$ cat src/rtl/new_rev_pkg.sv
// Shared constants and next-value arithmetic for the new_rev up/down counter.
// Saturation is chosen at build time by NEW_REV_SAT_EN (see new_rev_next).
package new_rev_pkg;

    localparam logic DIR_UP   = 1'b1;
    localparam logic DIR_DOWN = 1'b0;

    // Widest counter the helper function can represent; callers truncate the result.
    localparam int MAX_W = 32;

    function automatic logic [MAX_W-1:0] next_count(
        input logic [MAX_W-1:0] cur,
        input logic             dir,
        input logic             sat,
        input int unsigned      width = 4
    );
        logic [MAX_W-1:0] top_val;
        top_val = {MAX_W{1'b1}} >> (MAX_W - width);
        if (dir == DIR_UP) begin
            if (cur == top_val) begin
                next_count = sat ? top_val : '0;
            end else begin
                next_count = cur + MAX_W'(1);
            end
        end else begin
            if (cur == '0) begin
                next_count = sat ? '0 : top_val;
            end else begin
                next_count = cur - MAX_W'(1);
            end
        end
    endfunction

endpackage

$ cat src/rtl/new_rev_next.sv
// Combinational next-count logic: increment or decrement with wrap-around,
// or with clamping at the ends when NEW_REV_SAT_EN is defined.
module new_rev_next
    import new_rev_pkg::*;
#(
    parameter int WIDTH = 4
) (
    input  logic [WIDTH-1:0] cur,
    input  logic             dir,
    output logic [WIDTH-1:0] nxt
);

`ifdef NEW_REV_SAT_EN
    localparam logic SAT_MODE = 1'b1;
`else
    localparam logic SAT_MODE = 1'b0;
`endif

    assign nxt = WIDTH'(next_count(MAX_W'(cur), dir, SAT_MODE, WIDTH));

endmodule

$ cat src/rtl/new_rev.sv
// WIDTH-bit up/down counter with count enable; d_out is the count register itself.
// Define NEW_REV_SAT_EN to clamp at 0 / 2^WIDTH-1 instead of wrapping.
module new_rev
    import new_rev_pkg::*;
#(
    parameter int               WIDTH   = 4,
    parameter logic [WIDTH-1:0] RST_VAL = '0
) (
    input  logic             clk_i,
    input  logic             rst_i,
    input  logic             ce_i,
    input  logic             ctr_i,
    output logic [WIDTH-1:0] d_out
);

    // Power-up value makes the first cycles defined even without a reset pulse.
    logic [WIDTH-1:0] count_reg = RST_VAL;
    logic [WIDTH-1:0] count_next;
    logic [WIDTH-1:0] step_val;

    new_rev_next #(
        .WIDTH (WIDTH)
    ) u_next (
        .cur (count_reg),
        .dir (ctr_i),
        .nxt (step_val)
    );

    always_comb begin
        count_next = count_reg;
        if (ce_i) begin
            count_next = step_val;
        end
    end

    always_ff @(posedge clk_i) begin
        if (rst_i) begin
            count_reg <= RST_VAL;
        end else begin
            count_reg <= count_next;
        end
    end

    assign d_out = count_reg;

endmodule

$ cat config.mk
export PLATFORM = sky130hd
export DESIGN_NAME = new_rev
export DESIGN_NICKNAME = d
export VERILOG_FILES = /design/src/rtl/new_rev_pkg.sv /design/src/rtl/new_rev_next.sv /design/src/rtl/new_rev.sv
export SDC_FILE = /design/constraint.sdc
export NUM_CORES = 1
export LEC_CHECK = 0
export ABC_AREA = 0
export CAP_MARGIN = 20
export CORE_AREA = 2 2 39 41
export CTS_CLUSTER_DIAMETER = 30
export DETAILED_ROUTE_END_ITERATION = 7
export DIE_AREA = 0 0 41 43
export GPL_ROUTABILITY_DRIVEN = 1
export PLACE_DENSITY = 0.44
export SYNTH_ARGS = -nofsm -noshare
export SYNTH_HDL_FRONTEND = slang
export SYNTH_SLANG_ARGS = --single-unit
$ cat constraint.sdc
create_clock -name clk_i -period 1.3 [get_ports clk_i]
set_input_delay 0.26 -clock clk_i [delete_from_list [all_inputs] [get_ports clk_i]]
set_output_delay 0.26 -clock clk_i [all_outputs]
set_load 0.01 [all_outputs]
==> impl_metrics.tcl, run 1 <==
set metrics [dict create \
    mostFrequentLayoutCells "7 x buf_4, 3 x nor2_1, 3 x clkbuf_4, 3 x dlygate4sd2_1" \
    syn2layout_area_growth_pct 75.6 \
    grt.total_usage_pct 9.54 \
    maxSlewViolCount 0 \
    leakagePower_nw 0.221 \
    switching_share_pct 28.7 \
    antenna-diode-count 0 \
    gp_congestion 0.764 \
    rsz0062_at_grt "yes" \
    grt_antenna_before_repair 0 \
    fp.dieArea_um2 1760 \
    drc 0 \
    cts.sinks 4 \
    ys_seq_area_share_pct 30.0 \
    cpMaxStageDelayCell "or4b_1" \
    ys_dominant_reg_cell "dfxtp_1" \
    initial_core_util_pct 19.3 \
    cp-end-kind "flop" \
    final_nets 54 \
    min_path_cells 3 \
    crit_path_cell_trace "or4b_1 -> o311a_1 -> o221ai_2 -> a21oi_1" \
    ant_nets 0 \
    hpwl_um 537 \
    holdCritStartpoint "ctr_i" \
    r2r_cells 4 \
    worst_slack_ps -95.1 \
    dr_total_vias 285 \
    synthTopCellsByArea "dfxtp_1 30%, ha_1 9.4%, or4b_1 7.5%" \
    fin_hold_ws_ps 451 \
    synth_compound_area_share_pct 23.0 \
    vdd_drop_max_v 0.000757 \
    via_per_inst 4.60 \
    reg2reg_setup_slack_ps -100 \
    grt_max_degree 7 \
    clock_latency_ps 230 \
    wl_per_cell_um 11.3 \
    synthAdderAreaFrac_pct 9.39 \
    power_switching_w 0.000137 \
    r2r_start "d_out[0]$_SDFFE_PP0P_" \
    hold_class "input pin to flop" \
    final_cell_area_um2 468 \
    clk_path_buf_depth 2 \
    drive_gt1_share_pct 45.7 \
    synth-simple-area-share_pct 20.2 \
    yosys_warnings 0 \
    slowest_delay_ps 520 \
    worst_pin_slew_ps 292 \
    pwr-share-seq_pct 32.6 \
    intPower_w 0.000340 \
    numCtsBuffers 3 \
    post-route-period-util_pct 107 \
    cts_tree "done" \
    largest_reg_flops 4 \
    num-fill-cells 155 \
    max-slew-margin-rel_pct 80.3 \
    synth-xor-area-share_pct 6.57 \
    dieHeight_um 43 \
    finalHoldViolCount 0 \
    die_x_um 41 \
    totalWireLength_um 701 \
    grt.overflow.total 0 \
    violations "negative setup slack" \
    ys_types 19 \
    rows 14 \
    status "complete, but fails checks" \
    clk_pin_slew_ps 40 \
    synth_mux_area_share_pct 7.98 \
    final_common_cell "buf_4" \
    final_util_pct 33.8 \
    finClkSkew_ps 2.90 \
    worst-endpoint-arrival_ps 1510 \
    syn_area_um2 267 \
    min_period_ps 1400 \
    async_flop_share_pct 0 \
    htree_levels 1 \
    core_um2 1380 \
    reg2reg_to "d_out[3]$_SDFFE_PP0P_" \
    p_per_area_nw_per_um2 1020 \
    grt_pass1_wl_um 1130 \
    min_to "d_out[0]$_SDFFE_PP0P_" \
    start_kind "flop" \
    synth_top_family_by_area "compound AO/OA/AOI/OAI gates" \
    comb_power_share_pct 35.4 \
    yosys.area.top_type "dfxtp_1" \
    synth_top_area_share_pct 30.0 \
    dpl_cell_area_um2 413 \
    drt_iter0_drc 2 \
    syn-mean-instance-area_um2 9.19 \
    setup_viol 2 \
    criticalPathCategory "flop to flop" \
    critPathBufInv 0 \
    clkPwrFrac_pct 32.0 \
    worstPathRequired_ps 1410 \
    critical-path-top-delay-family "simple AND/OR/NAND/NOR gates" \
    path_max_fanout 6 \
    synthCells 29 \
    syn_nets 35 \
    drtPass1Iterations 3 \
    portBuffers 7 \
    cts_root_buf "clkbuf_4" \
    grt_pass1_vias 269 \
    hold_buffers 0 \
    synth_edf_count 0 \
    max_freq_ghz 0.717 \
    io_pins 8 \
    ys_ff_latch 4 \
    cap_violations 0 \
]
[Yosys cell counts (2+ instances only)]
cell      instances
a21oi_1           2
nand2b_1          2
nor2_1            3
ha_1              2
or4b_1            2
dfxtp_1           4
inv_1             2
[routing by layer]
layer | vias to the layer above | wire [um] | track usage [%]
li1 | 145 | - | -
met3 | 0 | 41 | 7.85
met5 | - | 0 | 0
met4 | 0 | 0 | 0
met2 | 7 | 346 | 12.8
met1 | 133 | 313 | 12.5
[kinds of logic (layout without fill, tap and decap cells)]
kind of cell / count (synthesis) / in the layout
simple gates: 9 / 9
fa+ha+maj: 2 / 2
buf+inv: 2 / 19
flops: 4 / 4
xor+xnor: 2 / 2
compound gates: 8 / 8
mux: 2 / 2
[through the flow]
stage,cells,setup WS (ps),setup TNS (ps),power (W)
floorplan,29,-39.9,-65.1,0.000230
finish,62,-95.1,-137,0.000476
detailed placement,59,-278,-610,0.000314
global route,62,-132,-268,0.000508
CTS,62,-111,-283,0.000467
global placement,59,-239,-564,0.000313
[repair_timing]
action	in CTS	in global routing
buffers inserted	0	0
setup endpoints to repair	7	4
resized for setup	5	8
pin swaps	5	2
[power by group through the flow]
stage               Sequential [W]  Clock [W]  Combinational (W)
finish                    0.000155   0.000152           0.000169
global route              0.000158   0.000163           0.000187
CTS                       0.000154   0.000161           0.000152
detailed placement        0.000157          0           0.000157
global placement          0.000158          0           0.000155
floorplan                 0.000164          0          0.0000653
[worst min-delay path, cell delays in order]
cell and delay (ps):
dlymetal6s2s_1 150, or4b_4 150, a311oi_2 80
[how the worst max path moves through the flow]
stage                          startpoint               endpoint  slack [ps]  cells past startpoint
floorplan           d_out[0]$_SDFFE_PP0P_  d_out[3]$_SDFFE_PP0P_         -40                      4
global placement                    ctr_i  d_out[0]$_SDFFE_PP0P_        -240                      3
detailed placement                  ctr_i  d_out[0]$_SDFFE_PP0P_        -280                      3
CTS                 d_out[0]$_SDFFE_PP0P_  d_out[3]$_SDFFE_PP0P_        -110                      4
global route        d_out[0]$_SDFFE_PP0P_  d_out[3]$_SDFFE_PP0P_        -130                      5
finish              d_out[0]$_SDFFE_PP0P_  d_out[3]$_SDFFE_PP0P_        -100                      4
[layout make-up]
| type | instances | area [um2] | share of cell area, % |
|---|---|---|---|
| Tap cell | 16 | 20.0 | 4.28 |
| Inverter | 2 | 7.51 | 1.60 |
| Sequential cell | 4 | 86.3 | 18.4 |
| Timing Repair Buffer | 14 | 124 | 26.5 |
| Clock buffer | 3 | 22.5 | 4.81 |
| Multi-Input combinational cell | 23 | 208 | 44.4 |
(Power assumes the default switching activity.)
==> inputs of run 2 (changes only) <==
--- a/config.mk
+++ b/config.mk
@@ -12,7 +12,9 @@
 export DETAILED_ROUTE_END_ITERATION = 7
 export DIE_AREA = 0 0 41 43
 export GPL_ROUTABILITY_DRIVEN = 1
-export PLACE_DENSITY = 0.44
+export PLACE_DENSITY = 0.43
+export SKIP_CTS_REPAIR_TIMING = 1
 export SYNTH_ARGS = -nofsm -noshare
 export SYNTH_HDL_FRONTEND = slang
+export SYNTH_HIERARCHICAL = 1
 export SYNTH_SLANG_ARGS = --single-unit
==> impl_metrics.tcl, run 2 <==
set metrics [dict create \
    die_x_um 41 \
    drt_iter0_drc 3 \
    ys_dominant_reg_cell "dfxtp_1" \
    min_to "d_out[1]$_SDFFE_PP0P_" \
    start_kind "flop" \
    leakagePower_nw 0.243 \
    drtPass1Iterations 4 \
    worstPathRequired_ps 1410 \
    maxSlewViolCount 0 \
    worst-endpoint-arrival_ps 1470 \
    cts.sinks 4 \
    io_pins 8 \
    vdd_drop_max_v 0.000502 \
    worst_slack_ps -57.9 \
    hpwl_um 512 \
    holdCritStartpoint "d_out[1]$_SDFFE_PP0P_" \
    ys_types 15 \
    criticalPathCategory "flop to flop" \
    worst_pin_slew_ps 227 \
    dr_total_vias 259 \
    min_path_cells 2 \
    initial_core_util_pct 18.6 \
    grt.overflow.total 0 \
    synthCells 30 \
    synth_edf_count 0 \
    dpl_cell_area_um2 390 \
    mostFrequentLayoutCells "5 x mux2i_1, 5 x nor2_1, 5 x buf_4, 4 x dlymetal6s2s_1" \
    cts_root_buf "clkbuf_4" \
    via_per_inst 4.32 \
    synthTopCellsByCount "5 x mux2i_1, 5 x nor2_1, 4 x dfxtp_1" \
    antenna-diode-count 0 \
    r2r_cells 5 \
    cap_violations 0 \
    r2r_start "d_out[2]$_SDFFE_PP0P_" \
    largest_reg_flops 4 \
    async_flop_share_pct 0 \
    clk_path_buf_depth 2 \
    drc 0 \
    max-slew-margin-rel_pct 84.8 \
    finClkSkew_ps 1.58 \
    synth_top_area_share_pct 31.1 \
    gp_congestion 0.607 \
    rsz0062_at_grt "yes" \
    reg2reg_to "d_out[3]$_SDFFE_PP0P_" \
    grt_antenna_before_repair 0 \
    final_cell_area_um2 457 \
    num-fill-cells 155 \
    portBuffers 7 \
    hold_class "flop to flop" \
    grt_pass1_wl_um 986 \
    yosys_warnings 6 \
    path_max_fanout 4 \
    clock_latency_ps 230 \
    fin_tns_setup_ps -57.9 \
    reg2reg_setup_slack_ps -60 \
    grt_pass1_vias 260 \
    cpMaxStageDelayCell "or3_4" \
    ant_nets 0 \
    syn_area_um2 258 \
    syn-mean-instance-area_um2 8.59 \
    htree_levels 1 \
    totalWireLength_um 634 \
    wl_per_cell_um 10.6 \
    crit_path_cell_trace "or3_4 -> a221oi_2 -> a31oi_1 -> mux2i_1 -> nor2_1" \
    final_nets 52 \
    rows 14 \
    clk_pin_slew_ps 40 \
    cp-end-kind "flop" \
    violations "negative setup slack" \
    post-route-period-util_pct 104 \
    syn_nets 36 \
    min_period_ps 1360 \
    ys_ff_latch 4 \
    setup_viol 1 \
    drive_gt1_share_pct 38.6 \
    synthTopCellsByArea "dfxtp_1 31%, mux2i_1 19%, ha_1 9.7%" \
    finalHoldViolCount 0 \
    ys_seq_area_share_pct 31.1 \
    numCtsBuffers 3 \
    status "complete, but fails checks" \
    cts_tree "done" \
    grt_max_degree 9 \
    p_per_area_nw_per_um2 1050 \
    core_um2 1380 \
    max_freq_ghz 0.736 \
    slowest_delay_ps 380 \
    dieHeight_um 43 \
    pre_cts_ws_ps -139 \
    fp.dieArea_um2 1760 \
    grt.total_usage_pct 8.32 \
    yosys.area.top_type "dfxtp_1" \
    p_total_w 0.000481 \
    syn2layout_area_growth_pct 77.2 \
]
run 2: changes by cell type in the layout (fill, tap and decap cells not counted), moves of 2 or more:
cell / delta
inv_1: +2
dlygate4sd2_1: -3
dlymetal6s2s_1: +2
nor2_1: +2
buf_4: -2
mux2i_1: +4
nand2b_1: -2
run 2: metrics by stage:
step	std cells	hold slack [ps]	util, %
after floorplan	30	323	-
after global placement	56	514	28.2
after detailed placement	56	520	28.2
after CTS	59	528	29.8
after global routing	60	551	33.0
final	60	526	33.0
run 2: layer usage:
metal  vias up  share of wire [%]  GRT usage, %
met5         -                  0             0
met4         0                  0          6.00
met3         0                6.6          3.14
met2        10                 56          13.1
met1       115                 37          8.33
li1        134                  -             -
run 2: how the worst max path moves through the flow:
stage,startpoint,to,slack (ps),cells after the start
after floorplan,d_out[2]$_SDFFE_PP0P_,d_out[3]$_SDFFE_PP0P_,-10,5
after global placement,ctr_i,d_out[2]$_SDFFE_PP0P_,-130,5
after detailed placement,ctr_i,d_out[2]$_SDFFE_PP0P_,-140,5
after CTS,d_out[2]$_SDFFE_PP0P_,d_out[2],-200,2
after global routing,d_out[2]$_SDFFE_PP0P_,d_out[3]$_SDFFE_PP0P_,-160,5
final,d_out[2]$_SDFFE_PP0P_,d_out[3]$_SDFFE_PP0P_,-60,5
run 2: logic make-up (layout without fill, tap and decap cells):
| logic type | after synthesis | after routing | synth area share, % |
|---|---|---|---|
| xor+xnor | 2 | 2 | 6.80 |
| simple gates | 7 | 7 | 12.6 |
| buf+inv | 5 | 19 | 7.76 |
| compound gates | 5 | 5 | 12.6 |
| flops | 4 | 4 | 31.1 |
| fa+ha+maj | 2 | 2 | 9.71 |
| mux | 5 | 5 | 19.4 |
run 2: power by group:
group          leakage (nW)  total (W)  switching [W]  internal [W]
combinational         0.195   0.000180      0.0000744      0.000106
clock                0.0138   0.000145      0.0000425      0.000103
sequential           0.0347   0.000156      0.0000173      0.000139
total                 0.243   0.000481       0.000134      0.000347
run 2: final cells by class:
type / instances / area [um2] / area share [%]
multi-input combinational: 21 / 193 / 42.2
timing repair buffer: 12 / 118 / 25.8
sequential: 4 / 88.8 / 19.5
clock buffer: 3 / 22.5 / 4.93
tap: 16 / 20.0 / 4.38
inverter: 4 / 15.0 / 3.29
run 2: worst max-delay path: cells and delay by family (launching register included):
family           cells  cell delay (ps)
AND/OR/NAND/NOR      2              440
AO/OA/AOI/OAI        2              330
multiplexers         1              140
flip-flops           1              330
==> inputs of run 3 (changes only) <==
--- a/config.mk
+++ b/config.mk
@@ -12,7 +12,7 @@
 export DETAILED_ROUTE_END_ITERATION = 7
 export DIE_AREA = 0 0 41 43
 export GPL_ROUTABILITY_DRIVEN = 1
-export PLACE_DENSITY = 0.43
+export PLACE_DENSITY = 0.42
 export SKIP_CTS_REPAIR_TIMING = 1
 export SYNTH_ARGS = -nofsm -noshare
 export SYNTH_HDL_FRONTEND = slang
==> constraint.sdc (replaced) <==
create_clock -name clk_i -period 1.6 [get_ports clk_i]
set_input_delay 0.32 -clock clk_i [delete_from_list [all_inputs] [get_ports clk_i]]
set_output_delay 0.32 -clock clk_i [all_outputs]
set_load 0.01 [all_outputs]
==> impl_metrics.tcl, run 3 (synthesis results as in run 2) <==
set metrics [dict create \
    fp.dieArea_um2 1760 \
    crit_path_cell_trace "buf_4 -> clkdlybuf4s50_1" \
    drt_iter0_drc 7 \
    switching_share_pct 27.8 \
    critPathBufInv 2 \
    rsz0062_at_grt "no" \
    drtPass1Iterations 4 \
    p_per_area_nw_per_um2 947 \
    cpMaxStageDelayCell "clkdlybuf4s50_1" \
    cap_violations 0 \
    min_period_ps 1560 \
    numCtsBuffers 3 \
    power_switching_w 0.0000990 \
    clock_latency_ps 230 \
    worstPathRequired_ps 1280 \
    setup_viol 0 \
    intPower_w 0.000258 \
    gp_congestion 0.640 \
    r2r_start "d_out[1]$_SDFFE_PP0P_" \
    status "complete, no violations" \
    leakagePower_nw 0.160 \
    grt_pass1_wl_um 883 \
    die_x_um 41 \
    worst-endpoint-arrival_ps 1240 \
    max-slew-margin-rel_pct 85.1 \
    final_nets 48 \
    drc 0 \
    num-fill-cells 148 \
    criticalPathCategory "flop to output port" \
    worst_pin_slew_ps 223 \
    cts_root_buf "clkbuf_4" \
    cts.sinks 4 \
    grt.overflow.total 0 \
    finalHoldViolCount 0 \
    critical-path-top-delay-family "buffers and inverters" \
    dp.cells 53 \
    cp-end-kind "output port" \
    io_pins 8 \
    hpwl_um 422 \
    totalWireLength_um 530 \
    start_kind "flop" \
    ant_nets 0 \
    comb_power_share_pct 29.1 \
    initial_core_util_pct 18.6 \
    grt_antenna_before_repair 0 \
    syn2layout_area_growth_pct 46.1 \
    final_cells 56 \
    grt.total_usage_pct 7.84 \
    maxSlewViolCount 0 \
    post-route-period-util_pct 97.4 \
    mostFrequentLayoutCells "7 x clkdlybuf4s50_1, 5 x mux2i_1, 5 x nor2_1" \
    fin_tns_setup_ps 0 \
    antenna-diode-count 0 \
    holdCritStartpoint "d_out[1]$_SDFFE_PP0P_" \
    dr_total_vias 243 \
    final_cell_area_um2 377 \
    dpl_cell_area_um2 350 \
    clkPwrFrac_pct 34.3 \
    rows 14 \
    max_freq_ghz 0.642 \
    drive_gt1_share_pct 20.0 \
    clk_path_buf_depth 2 \
    dieHeight_um 43 \
    clk_pin_slew_ps 40 \
    pwr-share-seq_pct 36.6 \
    slowest_delay_ps 520 \
    wl_per_cell_um 9.46 \
    finClkSkew_ps 1.64 \
    grt_pass1_vias 236 \
    portBuffers 7 \
    grt_max_degree 8 \
    cts_tree "done" \
    via_per_inst 4.34 \
    hold_class "flop to flop" \
    worstSetupStartpoint "d_out[0]$_SDFFE_PP0P_" \
    core_um2 1380 \
    path_max_fanout 5 \
    vdd_drop_max_v 0.000266 \
    largest_reg_flops 4 \
    final_common_cell "clkdlybuf4s50_1" \
    htree_levels 1 \
]
-- run 3: cell count changes in the layout (fill, tap and decap cells not counted), sizes merged --
cell | previous run | this run
buf | 5 | 1
clkdlybuf4s50 | 3 | 7
dlymetal6s2s | 4 | 0
-- run 3: path summary, 6_finish.rpt --
kind	end	slack, ps	cells past startpoint
max	d_out[0]	40	2
min	d_out[1]$_SDFFE_PP0P_	570	2
max reg2reg	d_out[3]$_SDFFE_PP0P_	190	7
min reg2reg	d_out[1]$_SDFFE_PP0P_	570	2
-- run 3: tightest hold or removal path: cells and delay by family, from the launching register on --
kind             cells  cell delay, ps
DFF                  1             370
muxes                1              90
and+or+nand+nor      1              70
-- run 3: metal layers --
layer	track usage, %	vias to the layer above	share of wire [%]
li1	-	124	-
met1	8.39	107	43
met2	10.6	10	47
met3	1.57	2	6.6
met4	10.0	0	2.6
met5	0	-	0
-- run 3: power groups by stage --
stage          registers, W   logic, W  clock network, W
2_1_floorplan      0.000133  0.0000568                 0
3_3_place_gp       0.000130   0.000103                 0
3_5_place_dp       0.000130   0.000104                 0
4_1_cts            0.000128   0.000105          0.000129
5_1_grt            0.000133   0.000117          0.000132
6_report           0.000130   0.000104          0.000122
-- run 3: stage by stage --
stage	util [%]	worst slack, ps	power (W)	hold slack (ps)
2_1_floorplan	-	163	0.000189	392
3_3_place_gp	25.3	67.5	0.000233	583
3_5_place_dp	25.3	75.2	0.000234	591
4_1_cts	26.9	-32.5	0.000363	599
5_1_grt	27.2	0.487	0.000381	595
6_report	27.2	42.4	0.000357	568
-- run 3: cell type report --
| cell class | instances | area (um2) | area share, % |
|---|---|---|---|
| tap | 16 | 20.0 | 5.32 |
| multi-input combinational | 21 | 158 | 41.9 |
| sequential | 4 | 83.8 | 22.3 |
| inverter | 4 | 15.0 | 3.99 |
| clock buffer | 3 | 22.5 | 5.98 |
| timing repair buffer | 8 | 77.6 | 20.6 |
